**config.mk**
```make
export PLATFORM = sky130hd
export DESIGN_NAME = unidade_controle
export DESIGN_NICKNAME = d
export VERILOG_FILES = /design/src/rtl/unidade_controle.sv
export SDC_FILE = /design/constraint.sdc
export NUM_CORES = 1
export LEC_CHECK = 0
export CELL_PAD_IN_SITES_DETAIL_PLACEMENT = 1
export CELL_PAD_IN_SITES_GLOBAL_PLACEMENT = 1
export CORE_ASPECT_RATIO = 0.6
export CORE_MARGIN = 5
export CORE_UTILIZATION = 30
export DETAILED_ROUTE_END_ITERATION = 8
export PLACE_DENSITY = 0.8
export SLEW_MARGIN = 20
export SYNTH_ARGS = -nofsm -noshare
export SYNTH_HDL_FRONTEND = slang
export SYNTH_SLANG_ARGS = --single-unit
```
**constraint.sdc**
```tcl
create_clock -name clk -period 2.1 [get_ports clk]
set_input_delay 0.21 -clock clk [delete_from_list [all_inputs] [get_ports clk]]
set_output_delay 0.21 -clock clk [all_outputs]
set_load 0.1 [all_outputs]
```
**src/rtl/unidade_controle.sv**
```systemverilog
// ============================================================================
// unidade_controle -- multicycle FSM sequencing the RV64 shared datapath
// Revision: 1.0
// ============================================================================
`default_nettype none

module unidade_controle #(
  parameter int INSTRET_W = 32
) (
  input  logic                 clk,
  input  logic                 rst_n,
  input  logic [31:0]          instr,
  input  logic                 alu_zero,
  input  logic                 alu_lt,
  input  logic                 imem_ack,
  input  logic                 dmem_ack,
  output logic                 imem_req,
  output logic                 dmem_req,
  output logic                 dmem_we,
  output logic                 ir_write,
  output logic                 pc_write,
  output logic [1:0]           pc_src,
  output logic [2:0]           imm_sel,
  output logic                 alu_src_b,
  output logic [1:0]           alu_op,
  output logic                 reg_write,
  output logic [1:0]           wb_sel,
  output logic                 halted,
  output logic                 trap,
  output logic [INSTRET_W-1:0] instret
);

  typedef enum logic [2:0] {
    S_FETCH, S_DECODE, S_EXEC, S_MEM, S_WB, S_HALT, S_TRAP
  } state_t;

  typedef enum logic [3:0] {
    K_R, K_IALU, K_LOAD, K_STORE, K_BRANCH, K_LUI, K_JAL, K_JALR,
    K_SYS, K_EBREAK, K_ILLEGAL
  } kind_t;

  localparam logic [2:0] c_imm_i  = 3'd0;
  localparam logic [2:0] c_imm_s  = 3'd1;
  localparam logic [2:0] c_imm_sb = 3'd2;
  localparam logic [2:0] c_imm_u  = 3'd3;
  localparam logic [2:0] c_imm_uj = 3'd4;

  state_t                 r_state, w_next;
  kind_t                  r_kind, w_kind;
  logic [2:0]             r_imm_sel, w_imm_sel;
  logic                   w_taken;
  logic [INSTRET_W-1:0]   r_instret;

  // Opcode classification; only meaningful while IR is stable (DECODE).
  always_comb begin
    w_kind    = K_ILLEGAL;
    w_imm_sel = c_imm_i;
    case (instr[6:0])
      7'b0110011: w_kind = K_R;
      7'b0010011: w_kind = K_IALU;
      7'b0000011: w_kind = K_LOAD;
      7'b1100111: w_kind = K_JALR;
      7'b1110011: w_kind = (instr[31:7] == 25'h0002000) ? K_EBREAK : K_SYS;
      7'b0100011: begin w_kind = K_STORE;  w_imm_sel = c_imm_s;  end
      7'b1100011: begin w_kind = K_BRANCH; w_imm_sel = c_imm_sb; end
      7'b0110111: begin w_kind = K_LUI;    w_imm_sel = c_imm_u;  end
      7'b1101111: begin w_kind = K_JAL;    w_imm_sel = c_imm_uj; end
      default:    w_kind = K_ILLEGAL;
    endcase
  end

  always_comb begin
    w_taken = 1'b0;
    case (instr[14:12])
      3'b000:  w_taken = alu_zero;
      3'b001:  w_taken = !alu_zero;
      3'b100:  w_taken = alu_lt;
      3'b101:  w_taken = !alu_lt;
      default: w_taken = 1'b0;
    endcase
  end

  always_comb begin
    w_next    = r_state;
    imem_req  = 1'b0;
    dmem_req  = 1'b0;
    dmem_we   = 1'b0;
    ir_write  = 1'b0;
    pc_write  = 1'b0;
    pc_src    = 2'd0;
    imm_sel   = 3'd0;
    alu_src_b = 1'b0;
    alu_op    = 2'd0;
    reg_write = 1'b0;
    wb_sel    = 2'd0;
    case (r_state)
      S_FETCH: begin
        // Gated by rst_n so the request drops the moment reset asserts.
        imem_req = rst_n;
        ir_write = rst_n & imem_ack;
        if (imem_ack) w_next = S_DECODE;
      end
      S_DECODE: begin
        imm_sel = w_imm_sel;
        case (w_kind)
          K_EBREAK:  w_next = S_HALT;
          K_ILLEGAL: w_next = S_TRAP;
          default:   w_next = S_EXEC;
        endcase
      end
      S_EXEC: begin
        imm_sel = r_imm_sel;
        case (r_kind)
          K_R:    begin alu_op = 2'd2; w_next = S_WB; end
          K_IALU: begin alu_src_b = 1'b1; alu_op = 2'd2; w_next = S_WB; end
          K_LOAD, K_STORE: begin alu_src_b = 1'b1; w_next = S_MEM; end
          K_JALR: begin alu_src_b = 1'b1; w_next = S_WB; end
          K_BRANCH: begin
            alu_op   = 2'd1;
            pc_write = 1'b1;
            pc_src   = w_taken ? 2'd1 : 2'd0;
            w_next   = S_FETCH;
          end
          default: w_next = S_WB;
        endcase
      end
      S_MEM: begin
        imm_sel  = r_imm_sel;
        dmem_req = 1'b1;
        dmem_we  = (r_kind == K_STORE);
        if (dmem_ack) begin
          if (r_kind == K_STORE) begin
            pc_write = 1'b1;
            w_next   = S_FETCH;
          end else begin
            w_next = S_WB;
          end
        end
      end
      S_WB: begin
        imm_sel   = r_imm_sel;
        reg_write = 1'b1;
        pc_write  = 1'b1;
        w_next    = S_FETCH;
        case (r_kind)
          K_LOAD: wb_sel = 2'd1;
          K_LUI:  wb_sel = 2'd3;
          K_JAL:  begin wb_sel = 2'd2; pc_src = 2'd1; end
          K_JALR: begin wb_sel = 2'd2; pc_src = 2'd2; end
          default: wb_sel = 2'd0;
        endcase
      end
      S_HALT:  w_next = S_HALT;
      S_TRAP:  w_next = S_TRAP;
      default: w_next = S_FETCH;
    endcase
  end

  always_ff @(posedge clk or negedge rst_n) begin
    if (!rst_n) begin
      r_state   <= S_FETCH;
      r_kind    <= K_R;
      r_imm_sel <= 3'd0;
      r_instret <= '0;
    end else begin
      r_state <= w_next;
      if (r_state == S_DECODE) begin
        r_kind    <= w_kind;
        r_imm_sel <= w_imm_sel;
      end
      // Every retiring path ends with exactly one pc_write.
      if (pc_write) r_instret <= r_instret + INSTRET_W'(1);
    end
  end

  assign halted  = (r_state == S_HALT);
  assign trap    = (r_state == S_TRAP);
  assign instret = r_instret;

endmodule

`default_nettype wire

```
### Yosys cells after proc, flatten, opt, wreduce, memory -nomap -nowiden

Cells that the tools add are included.

| operators by class | value |
|---|---|
| add/subtract/negate cells | 1 |
| $mul | 0 |
| divide/modulo/power cells | 0 |
| order comparisons | 0 |
| eq/ne operators | 30 |
| shift operators | 0 |
| mux-type cells | 30 |
| bitwise gates (word level) | 1 |
| reduce and logical (&&, ||, !) cells | 11 |

Operators with widths:

| kind | count |
|---|---|
| $pmux 4 s9 | 1 |
| $add 32x1->32 const B | 1 |
| $eq 7x7->1 const B | 4 |
| $eq 25x14->1 const B | 1 |
| $eq 7x6->1 const B | 3 |
| $pmux 3 s2 | 3 |
| $pmux 3 s6 | 1 |
| $eq 4x3->1 const B | 4 |
| $eq 3x3->1 const B | 5 |
| $mux 1 | 13 |
| $pmux 2 s2 | 3 |
| $pmux 3 s4 | 1 |
| $mux 3 | 3 |
| $eq 4x2->1 const B | 2 |
| $eq 4x4->1 const B | 2 |
| $eq 7x2->1 const B | 1 |
| $eq 7x5->1 const B | 1 |
| $eq 3x1->1 const B | 2 |
| $eq 3x2->1 const B | 2 |
| $logic_not 3->1 | 2 |
| $pmux 2 s3 | 1 |
| $reduce_or 2->1 | 3 |
| $eq 4x1->1 const B | 1 |
| $logic_not 4->1 | 1 |
| 9 further kinds | 12 |

| storage, ports and cells | value |
|---|---|
| bits in registers | 42 |
| latch bits | 0 |
| bits in writable memories | 0 |
| bits in read-only memories | 0 |
| memories kept | 0 |

### Depth between registers and ports, before layout

Gate-level depths: netlist (run 1).

| logic depth | value |
|---|---|
| word-level depth | 6 |
| mapped depth | 7 |
| depth with buffers taken out | 5 |

### Worst setup path after synthesis (run 1)

Ideal clock, no wire load.

| timing | value |
|---|---|
| path kind | reg-to-output |
| start point | register r_state[0] |
| end point | output ir_write |
| arrival | 4.846 ns |
| data required time | 1.890 ns |
| path slack | -2.956 ns |
| cell stages (with the launch flop) | 4 |
| path through | dfrtp_1 clkbuf_1 nor4b_1 and2_1 |

| between the ends | value |
|---|---|
| longest elaborated chain between the ends | 2 |

Ends and longest elaborated chain:

| what | RTL line | source |
|---|---|---|
| start, declared | 48 | `state_t r_state, w_next;` |
| start signal, assigned | 166 | `r_state <= w_next;` |
| $logic_not 3->1 | 96 | `case (r_state)` |
| $mux 1 | 96 |  |
| end, declared | 20 | `output logic ir_write,` |

No other way between the ends.

### Worst setup path in the final report (run 1)

| timing | value |
|---|---|
| start point | register r_kind[3] |
| end point | output pc_src[0] |

| between the ends | value |
|---|---|
| longest elaborated chain between the ends | 3 |

Ends and longest elaborated chain:

| what | RTL line | source |
|---|---|---|
| start, declared | 49 | `kind_t r_kind, w_kind;` |
| start signal, assigned | 168 | `r_kind <= w_kind;` |
| $eq 4x3->1, on equally long branches | 145, 113 |  |
| $pmux 2 s2 / $mux 1 (equally long branches) | 145, 113 |  |
| $pmux 2 s2 (*) | 96 |  |
| end, declared | 22 | `output logic [1:0] pc_src,` |

Mark *: on every way between the ends. The rest lies on a longest branch, timed or not.

==> results of run 1 <==
==> worst max-delay path: cells and delay by family, from the launching register on <==
kind | cells | cell delay (ns)
and+or+nand+nor | 4 | 1.08
DFF | 1 | 0.38
buffers and inverters | 1 | 0.18
AOI/OAI and AO/OA | 1 | 0.06
==> power groups by stage <==
stage	Combinational [W]	Clock, W	Sequential, W
6_report	0.000168	0.000751	0.000810
4_1_cts	0.000158	0.000760	0.000810
3_3_place_gp	0.000148	0	0.000825
3_5_place_dp	0.000153	0	0.000825
5_1_grt	0.000182	0.000796	0.000810
2_1_floorplan	0.0000344	0	0.000825
==> cells by family after synthesis <==
family	count (synthesis)
flip-flops	42
AND/OR/NAND/NOR	141
AO/OA/AOI/OAI	33
XOR/XNOR	33
buffers and inverters	23
adder cells (fa/ha/maj)	1
multiplexers	6
==> synth_stat cells (2+ instances only) <==
library cell  number
a21oi_1           12
and2_1             3
and3_1             3
and3b_1            2
and4_1             2
clkbuf_1           9
dfrtp_1           42
inv_1             10
mux2_2             2
mux2i_1            4
nand2_1           33
nand2b_1           4
nand3_1           12
nand4_1            5
nor2_1            29
nor2b_1            4
nor3_1            11
nor3_2            11
nor4_1             6
nor4_2             2
nor4b_1            5
o21ai_0            9
o32ai_1            2
or2_2              3
xnor2_1            9
xor2_1            24
==> worst min path at each step <==
| stage | slack (ns) | to | start | cells past startpoint |
|---|---|---|---|---|
| finish | 0.03 | r_imm_sel[1] | rst_n | 2 |
| floorplan | -0.09 | instret[0] | rst_n | 0 |
| detailed placement | 0.35 | r_kind[2] | rst_n | 2 |
| global placement | 0.34 | r_kind[2] | rst_n | 2 |
| CTS | 0.05 | r_kind[2] | rst_n | 2 |
| global route | 0.08 | r_imm_sel[2] | rst_n | 2 |
==> area by class of cell <==
cell class	instances	share of cell area
clock buffer	5	0.02860
multi-input combinational	214	0.3724
clock inverter	2	0.002288
timing repair buffer	138	0.3149
sequential	42	0.2403
tap	112	0.03204
inverter	10	0.009439
==> stage by stage <==
step | cells | setup slack (ns) | setup TNS, ns | hold slack (ns)
4_1_cts | 518 | -0.1421 | -0.3016 | 0.04936
5_1_grt | 523 | -0.1554 | -0.7806 | 0.07936
6_report | 523 | -0.1145 | -0.2444 | 0.02909
3_3_place_gp | 500 | -0.009121 | -0.009121 | 0.3425
2_1_floorplan | 279 | -0.6961 | -20.78 | -0.08559
3_5_place_dp | 500 | -0.1186 | -0.1186 | 0.3498
==> metal layers <==
metal  vias to the layer above  track usage  share of wire
met5                         -            0              0
met3                         6      0.03285          0.037
met4                         0      0.03145         0.0064
met2                        43       0.3104           0.49
met1                      1320       0.2448           0.47
li1                       1243            -              -
==> state kept, by name, summed over array words and instances (netlist names) <==
signal and cells:
instret 32, r_kind 4, r_imm_sel 3, r_state 3
==> layout by cell type (no fill, tap or decap), types with 6 or more instances in the layout <==
master | Yosys | final
buf_4 | 1 | 77
dfrtp_1 | 42 | 42
clkdlybuf4s50_1 | 0 | 33
nand2_1 | 33 | 32
xor2_1 | 24 | 24
nor2_1 | 29 | 21
buf_12 | 0 | 19
a21oi_1 | 12 | 11
nand3_1 | 12 | 11
nor3_2 | 11 | 11
inv_1 | 10 | 9
xnor2_1 | 9 | 9
nor3_4 | 1 | 6
o21ai_0 | 9 | 6
nor3_1 | 11 | 6
==> what timing repair did <==
item | CTS | global route
pin swaps | 5 | 5
buffers inserted | 11 | 3
setup endpoints to repair | 9 | 27
gates cloned | 0 | 2
resized for setup | 13 | 22
==> flow_metrics.py, run 1 <==
metrics = {
    "run_status": {
        "status": "finished with violations",
        "violations": "negative setup slack",
    },
    "job": {
        "drv_cap": 0,
    },
    "floorplan": {
        "row_count": 26,
        "die_width_um": 128.7,
        "die_h_um": 81.21,
        "die_area_um2": 10450,
        "coreArea_um2": 8361,
        "initial_utilization": 0.3032,
        "io_pins": 88,
    },
    "clocking": {
        "cts_tree": "yes",
        "clkTransAtPathRegs_ns": 0.06,
        "htree_levels": 2,
        "clockBufferDepth": 2,
        "cts_sinks": 42,
        "cts-root-buf": "clkbuf_16",
        "insertion_delay_ns": 0.28,
        "postCtsHoldBufs": 0,
        "tritoncts.num_buffers": 5,
    },
    "detailed_routing": {
        "wirelength_mm": 9.469,
        "drc": 0,
        "vias": 2612,
        "ant_nets": 0,
        "viasPerCell": 4.994,
        "drt_iter0_drc": 152,
        "drt-wirelength-per-cell_um": 18.11,
        "dr.pass1.iters": 4,
    },
    "worst_setup_path": {
        "rr_worst_depth": 7,
        "crit_path_max_fanout": 3,
        "setup.worst_path.start_class": "flip-flop",
        "crit_start": "r_kind[3]",
        "crit_path_end": "pc_src[0]",
        "r2r-start": "r_kind[3]",
        "reg2reg_to": "instret[28]",
        "cp_cell_sequence": "or4b_4 -> or2_4 -> nor3_4 -> a21oi_2 -> nor2_4 -> buf_12",
        "max_stage_delay_ns": 0.58,
        "cp_slowest_cell": "or4b_4",
        "cp.arrival_ns": 2.00,
        "critPathKind": "reg -> out",
        "r2r_slack_ns": -0.01,
        "endpoint_kind": "output pin",
        "worstPathRequired_ns": 1.89,
    },
    "global_route": {
        "grt_max_degree": 43,
        "overflow": 0,
        "grt_usage": 0.1817,
        "grt_pass1_vias": 2870,
        "grt_pass1_wl_mm": 15.01,
        "antenna_found_initial": 0,
    },
    "synth": {
        "synth_fa_ha_area_frac": 0.004936,
        "synth_top_area_cell": "dfrtp_1",
        "ys_seq_area_frac": 0.4146,
        "synthSimpleGateAreaFrac": 0.3159,
        "synth_edf_count": 0,
        "synth_area_um2": 2535,
        "synth.avg_cell_area_um2": 9.086,
        "synth_warnings": 0,
        "synth_xor_area_frac": 0.1140,
        "synth_cell_types": 47,
        "synth.area.top_cells": "dfrtp_1, xor2_1, nand2_1, nor3_2, nor2_1",
        "synth_top_family_by_area": "simple AND/OR/NAND/NOR gates",
        "async_reset_ff_frac": 1.000,
        "synthMuxAreaShare": 0.02468,
        "synthCells": 279,
        "synth_nets": 318,
        "synth_top_cell_area_share": 0.4146,
        "synthFlopType": "dfrtp_1",
        "ys_seq_elements": 42,
        "synth_compound_area_frac": 0.08687,
    },
    "pwr": {
        "p_clk_frac": 0.434,
        "p_leak_nw": 2.021,
        "sequentialPowerShare": 0.469,
        "power.density_nw_per_um2": 395.3,
        "switching_share": 0.2276,
        "fin_total_pwr_w": 0.001729,
        "p_sw_w": 0.0003936,
        "max-vdd-ir-drop_mv": 0.2655,
        "comb_power_share": 0.097,
        "p_int_w": 0.001336,
    },
    "place": {
        "portBuffers": 87,
        "hpwl_mm": 7.034,
        "postPlaceCellArea_um2": 3975,
        "place_congestion": 0.8311,
    },
    "timing": {
        "slew_viol_final": 0,
        "setup_viol": 4,
        "layout_setup_ws_ns": -0.1145,
        "worst_pin_slew_ns": 0.5741,
        "period_minus_slack_ns": 2.215,
        "skew_ns": 0.003140,
        "timing.final.crit_share": 1.055,
        "hold_viol_final": 0,
        "rsz0062_at_grt": "true",
        "fmax_ghz": 0.4516,
        "slew-limit-headroom": 0.6173,
    },
    "finish": {
        "regArea_um2": 1051,
        "fin_util": 0.5232,
        "drive_gt1_frac": 0.3966,
        "nFillCells": 936,
        "design_area_um2": 4374,
        "final_nets": 450,
        "syn_to_final_growth_pct": 72.56,
        "multi_input_area_um2": 1629,
        "antennaDiodeCount": 0,
    },
    "hold_path": {
        "hold_class": "in -> async",
    },
}
(Power assumes the default switching activity.)
==> inputs of run 2 (changes only) <==
--- a/config.mk
+++ b/config.mk
@@ -9,9 +9,10 @@
 export CELL_PAD_IN_SITES_GLOBAL_PLACEMENT = 1
 export CORE_ASPECT_RATIO = 0.6
 export CORE_MARGIN = 5
-export CORE_UTILIZATION = 30
+export CORE_UTILIZATION = 31
+export CTS_CLUSTER_DIAMETER = 150
 export DETAILED_ROUTE_END_ITERATION = 8
-export PLACE_DENSITY = 0.8
+export PLACE_DENSITY = 0.82
 export SLEW_MARGIN = 20
 export SYNTH_ARGS = -nofsm -noshare
 export SYNTH_HDL_FRONTEND = slang
==> flow_metrics.py, run 2 (same netlist as run 1, synthesis figures left out) <==
metrics = {
    "timing": {
        "slew-limit-headroom": 0.6226,
        "skew_ns": 0.002386,
        "slew_viol_final": 0,
        "worst_pin_slew_ns": 0.5661,
        "rsz0062_at_grt": "true",
        "setup_viol": 17,
        "fmax_ghz": 0.4475,
        "hold_viol_final": 0,
        "period_minus_slack_ns": 2.235,
        "layout_setup_ws_ns": -0.1347,
        "timing.final.crit_share": 1.064,
        "setup_tns_ns": -1.083,
    },
    "floorplan": {
        "io_pins": 88,
        "die_width_um": 126.7,
        "initial_utilization": 0.3203,
        "coreArea_um2": 7914,
        "row_count": 25,
        "die_h_um": 80.05,
        "die_area_um2": 10140,
    },
    "detailed_routing": {
        "dr.pass1.iters": 4,
        "wirelength_mm": 9.822,
        "vias": 2575,
        "ant_nets": 0,
        "drt_iter0_drc": 132,
        "drt-wirelength-per-cell_um": 19.15,
        "drc": 0,
        "viasPerCell": 5.019,
    },
    "worst_setup_path": {
        "cp.arrival_ns": 2.02,
        "worstPathRequired_ns": 1.89,
        "critPathKind": "reg -> out",
        "max_stage_delay_ns": 0.57,
        "crit_path_max_fanout": 4,
        "rr_worst_depth": 7,
        "setup.worst_path.start_class": "flip-flop",
        "endpoint_kind": "output pin",
        "r2r-start": "r_state[0]",
        "reg2reg_to": "instret[22]",
        "cp_cell_sequence": "or4b_4 -> nor3_4 -> buf_6 -> or3_4 -> buf_6 -> buf_12",
        "r2r_slack_ns": -0.11,
        "cp_slowest_cell": "or4b_4",
        "cp_common_cell": "buf_6",
    },
    "clocking": {
        "clkTransAtPathRegs_ns": 0.06,
        "tritoncts.num_buffers": 5,
        "cts-root-buf": "clkbuf_16",
        "htree_levels": 2,
        "insertion_delay_ns": 0.28,
        "postCtsHoldBufs": 0,
        "clockBufferDepth": 2,
        "cts_sinks": 42,
        "cts_tree": "yes",
    },
    "finish": {
        "layout_common_cells": "buf_4, dfrtp_1, clkdlybuf4s50_1, nand2_1, xor2_1",
        "syn_to_final_growth_pct": 70.88,
        "fin_util": 0.5474,
        "layout.cells.non_filler": 513,
        "drive_gt1_frac": 0.3852,
        "antennaDiodeCount": 0,
        "final_common_cell": "buf_4",
        "largest_register_ffs": 32,
        "final_nets": 444,
    },
    "place": {
        "portBuffers": 87,
        "placed_cells": 498,
        "hpwl_mm": 7.181,
        "place_congestion": 0.8465,
    },
    "global_route": {
        "grt_pass1_wl_mm": 15.10,
        "grt_max_degree": 43,
        "overflow": 0,
        "antenna_found_initial": 0,
        "grt_pass1_vias": 2756,
        "grt_usage": 0.1886,
    },
    "pwr": {
        "p_leak_nw": 1.974,
        "power.density_nw_per_um2": 395.0,
        "max-vdd-ir-drop_mv": 0.3100,
    },
    "run_status": {
        "status": "finished with violations",
        "violations": "negative setup slack",
    },
    "hold_path": {
        "hold_class": "in -> async",
    },
    "job": {
        "drv_cap": 0,
    },
}
run 2: cell count changes in the layout (fill, tap and decap cells not counted), moves of 2 or more:
cell             delta
dlymetal6s2s_1      -2
clkdlybuf4s50_1     +2
buf_4               -8
buf_6               +4
run 2: critical path: cells and delay by family (launching register included):
kind,cells,cell delay [ns]
and+or+nand+nor,3,0.94
buffers and inverters,3,0.41
DFF,1,0.39
run 2: cell type report:
cell class	instances	area, um^2
Fill cell	899	3582
Inverter	10	41.29
Multi-Input combinational cell	214	1637
Clock buffer	5	125.1
Timing Repair Buffer	132	1333
Sequential cell	42	1051
Tap cell	108	135.1
Clock inverter	2	10.01
run 2: worst max-delay path by stage:
stage / from / endpoint / slack, ns
2_1_floorplan: r_kind[3] / instret[1] / -0.70
6_report: r_state[0] / pc_write / -0.13
5_1_grt: r_state[0] / instret[14] / -0.20
4_1_cts: r_state[0] / pc_src[0] / -0.14
3_5_place_dp: instr[14] / r_state[0] / -0.17
3_3_place_gp: instr[14] / r_state[1] / -0.14
run 2: per-stage QoR:
step	setup slack, ns	power, W	cell area [um^2]	hold WS, ns
floorplan	-0.6961	0.0008592	2678	-0.08559
global placement	-0.1369	0.0009720	3973	0.4062
detailed placement	-0.1682	0.0009783	3973	0.4098
CTS	-0.1366	0.001725	4164	0.1034
global route	-0.1979	0.001779	4332	0.1315
finish	-0.1347	0.001711	4332	0.09704
run 2: power breakdown:
part / internal, W / leakage [nW] / switching (W)
Sequential: 0.000810 / 0.514 / 0.000000819
Combinational: 0.0000902 / 1.39 / 0.0000678
Clock: 0.000430 / 0.0694 / 0.000313
Total: 0.00133 / 1.97 / 0.000382
run 2: layer usage:
| layer | up-vias | GRT usage | share of wire |
|---|---|---|---|
| met5 | - | 0 | 0 |
| met4 | 0 | 0.03212 | 0.0077 |
| met3 | 6 | 0.03610 | 0.035 |
| met2 | 44 | 0.3307 | 0.50 |
| met1 | 1295 | 0.2458 | 0.45 |
| li1 | 1230 | - | - |
run 2: repair_timing:
action	4_1_cts	5_1_grt
resized for setup	10	26
buffers inserted	3	5
pin swaps	4	7
setup endpoints to repair	11	32
==> inputs of run 3 (changes only) <==
--- a/config.mk
+++ b/config.mk
@@ -9,10 +9,10 @@
 export CELL_PAD_IN_SITES_GLOBAL_PLACEMENT = 1
 export CORE_ASPECT_RATIO = 0.6
 export CORE_MARGIN = 5
-export CORE_UTILIZATION = 31
+export CORE_UTILIZATION = 33
 export CTS_CLUSTER_DIAMETER = 150
 export DETAILED_ROUTE_END_ITERATION = 8
-export PLACE_DENSITY = 0.82
+export PLACE_DENSITY = 0.87
 export SLEW_MARGIN = 20
 export SYNTH_ARGS = -nofsm -noshare
 export SYNTH_HDL_FRONTEND = slang
==> flow_metrics.py, run 3 (same netlist as run 1, synthesis figures left out) <==
metrics = {
    "run_status": {
        "status": "finished with violations",
        "violations": "negative setup slack",
    },
    "pwr": {
        "switching_share": 0.2145,
        "p_sw_w": 0.0003985,
        "p_int_w": 0.001460,
        "sequentialPowerShare": 0.436,
        "max-vdd-ir-drop_mv": 0.4416,
        "power.density_nw_per_um2": 425.6,
        "p_leak_nw": 2.015,
        "p_clk_frac": 0.479,
        "comb_power_share": 0.085,
    },
    "clocking": {
        "cts-root-buf": "clkbuf_16",
        "cts_sinks": 42,
        "htree_levels": 2,
        "clkTransAtPathRegs_ns": 0.07,
        "tritoncts.num_buffers": 5,
        "insertion_delay_ns": 0.28,
        "cts_tree": "yes",
        "clockBufferDepth": 2,
    },
    "global_route": {
        "grt_pass1_wl_mm": 15.75,
        "grt_max_degree": 43,
        "antenna_found_initial": 0,
        "overflow": 0,
        "grt_pass1_vias": 2800,
        "grt_usage": 0.2083,
    },
    "timing": {
        "slew-limit-headroom": 0.6230,
        "rsz0062_at_grt": "true",
        "skew_ns": 0.006415,
        "hold_viol_final": 0,
        "period_minus_slack_ns": 2.218,
        "fmax_ghz": 0.4509,
        "setup_viol": 17,
        "holdWs_ns": 0.1167,
        "worst_pin_slew_ns": 0.5655,
        "slew_viol_final": 0,
        "setup_tns_ns": -0.7404,
        "layout_setup_ws_ns": -0.1179,
        "timing.final.crit_share": 1.056,
    },
    "worst_setup_path": {
        "rr_worst_depth": 7,
        "worstPathRequired_ns": 1.89,
        "setup.worst_path.start_class": "flip-flop",
        "endpoint_kind": "output pin",
        "reg2reg_to": "instret[15]",
        "crit_start": "r_state[0]",
        "crit_path_end": "pc_src[0]",
        "r2r_slack_ns": -0.08,
        "critPathKind": "reg -> out",
        "cp.arrival_ns": 2.01,
        "r2r-start": "r_state[0]",
        "crit_path_max_fanout": 3,
    },
    "floorplan": {
        "initial_utilization": 0.3446,
        "row_count": 24,
        "coreArea_um2": 7357,
        "io_pins": 88,
        "die_width_um": 123.2,
        "die_h_um": 77.89,
        "die_area_um2": 9592,
    },
    "detailed_routing": {
        "viasPerCell": 5.231,
        "drt-wirelength-per-cell_um": 21.31,
        "drt_iter0_drc": 179,
        "vias": 2652,
        "dr.pass1.iters": 4,
        "ant_nets": 0,
        "drc": 0,
        "wirelength_mm": 10.81,
    },
    "finish": {
        "antennaDiodeCount": 0,
        "fin_util": 0.5934,
        "final_nets": 441,
        "syn_to_final_growth_pct": 72.21,
        "final_common_cell": "buf_4",
        "largest_register_ffs": 32,
        "regArea_um2": 1051,
        "multi_input_area_um2": 1649,
        "nFillCells": 801,
        "layout_common_cells": "buf_4, dfrtp_1, clkdlybuf4s50_1, nand2_1, xor2_1",
        "drive_gt1_frac": 0.3846,
        "design_area_um2": 4365,
    },
    "place": {
        "postPlaceCellArea_um2": 3950,
        "portBuffers": 87,
        "pre_cts_slack_ns": -0.1012,
        "place_congestion": 0.8720,
        "hpwl_mm": 7.226,
    },
    "job": {
        "drv_cap": 0,
    },
    "hold_path": {
        "hold_class": "in -> async",
    },
}
run 3: metrics by stage:
step                power (W)  cells
finish               0.001858    507
global route         0.001929    507
CTS                  0.001857    502
detailed placement  0.0009762    490
global placement    0.0009717    490
floorplan           0.0008592    279
run 3: power groups by stage:
stage                     logic [W]  registers [W]  clock network (W)
after floorplan           0.0000344       0.000825                  0
after global placement     0.000147       0.000825                  0
after detailed placement   0.000151       0.000825                  0
after CTS                  0.000153       0.000810           0.000894
after global routing       0.000171       0.000809           0.000949
final                      0.000158       0.000810           0.000890
run 3: how the worst min path moves through the flow:
stage / startpoint / depth (start not counted) / slack (ns) / to
6_report: rst_n / 2 / 0.12 / instret[3]
5_1_grt: rst_n / 2 / 0.14 / instret[4]
4_1_cts: rst_n / 2 / 0.12 / instret[3]
3_5_place_dp: rst_n / 2 / 0.42 / instret[2]
3_3_place_gp: rst_n / 2 / 0.41 / instret[1]
2_1_floorplan: rst_n / 0 / -0.09 / instret[0]
run 3: final cells by class:
type / instances / area share
Clock buffer: 6 / 0.02952
Clock inverter: 2 / 0.008598
Inverter: 10 / 0.009458
Multi-Input combinational cell: 214 / 0.3778
Sequential cell: 42 / 0.2408
Tap cell: 104 / 0.02981
Timing Repair Buffer: 129 / 0.3041
run 3: worst max-delay path: stages (launching register included):
cell and delay (ns):
dfrtp_1 0.41, or4b_4 0.57, or2_4 0.27, nor3_4 0.12, a21oi_2 0.06, nor2_4 0.11
buf_12 0.18
run 3: what timing repair did:
item / in CTS / in global routing
cloned: 0 / 0
pin swaps: 6 / 11
endpoints found under the setup margin: 13 / 25
hold buffers: 0 / 0
gates resized for setup: 15 / 29
setup buffers: 4 / 6
run 3: metal layers:
| metal | up-vias | routed length [um] | share of wire | track usage |
|---|---|---|---|---|
| li1 | 1221 | - | - | - |
| met1 | 1316 | 4631 | 0.43 | 0.2821 |
| met2 | 93 | 5336 | 0.49 | 0.3523 |
| met3 | 22 | 616 | 0.057 | 0.04433 |
| met4 | 0 | 222 | 0.021 | 0.02652 |
| met5 | - | 0 | 0 | 0 |
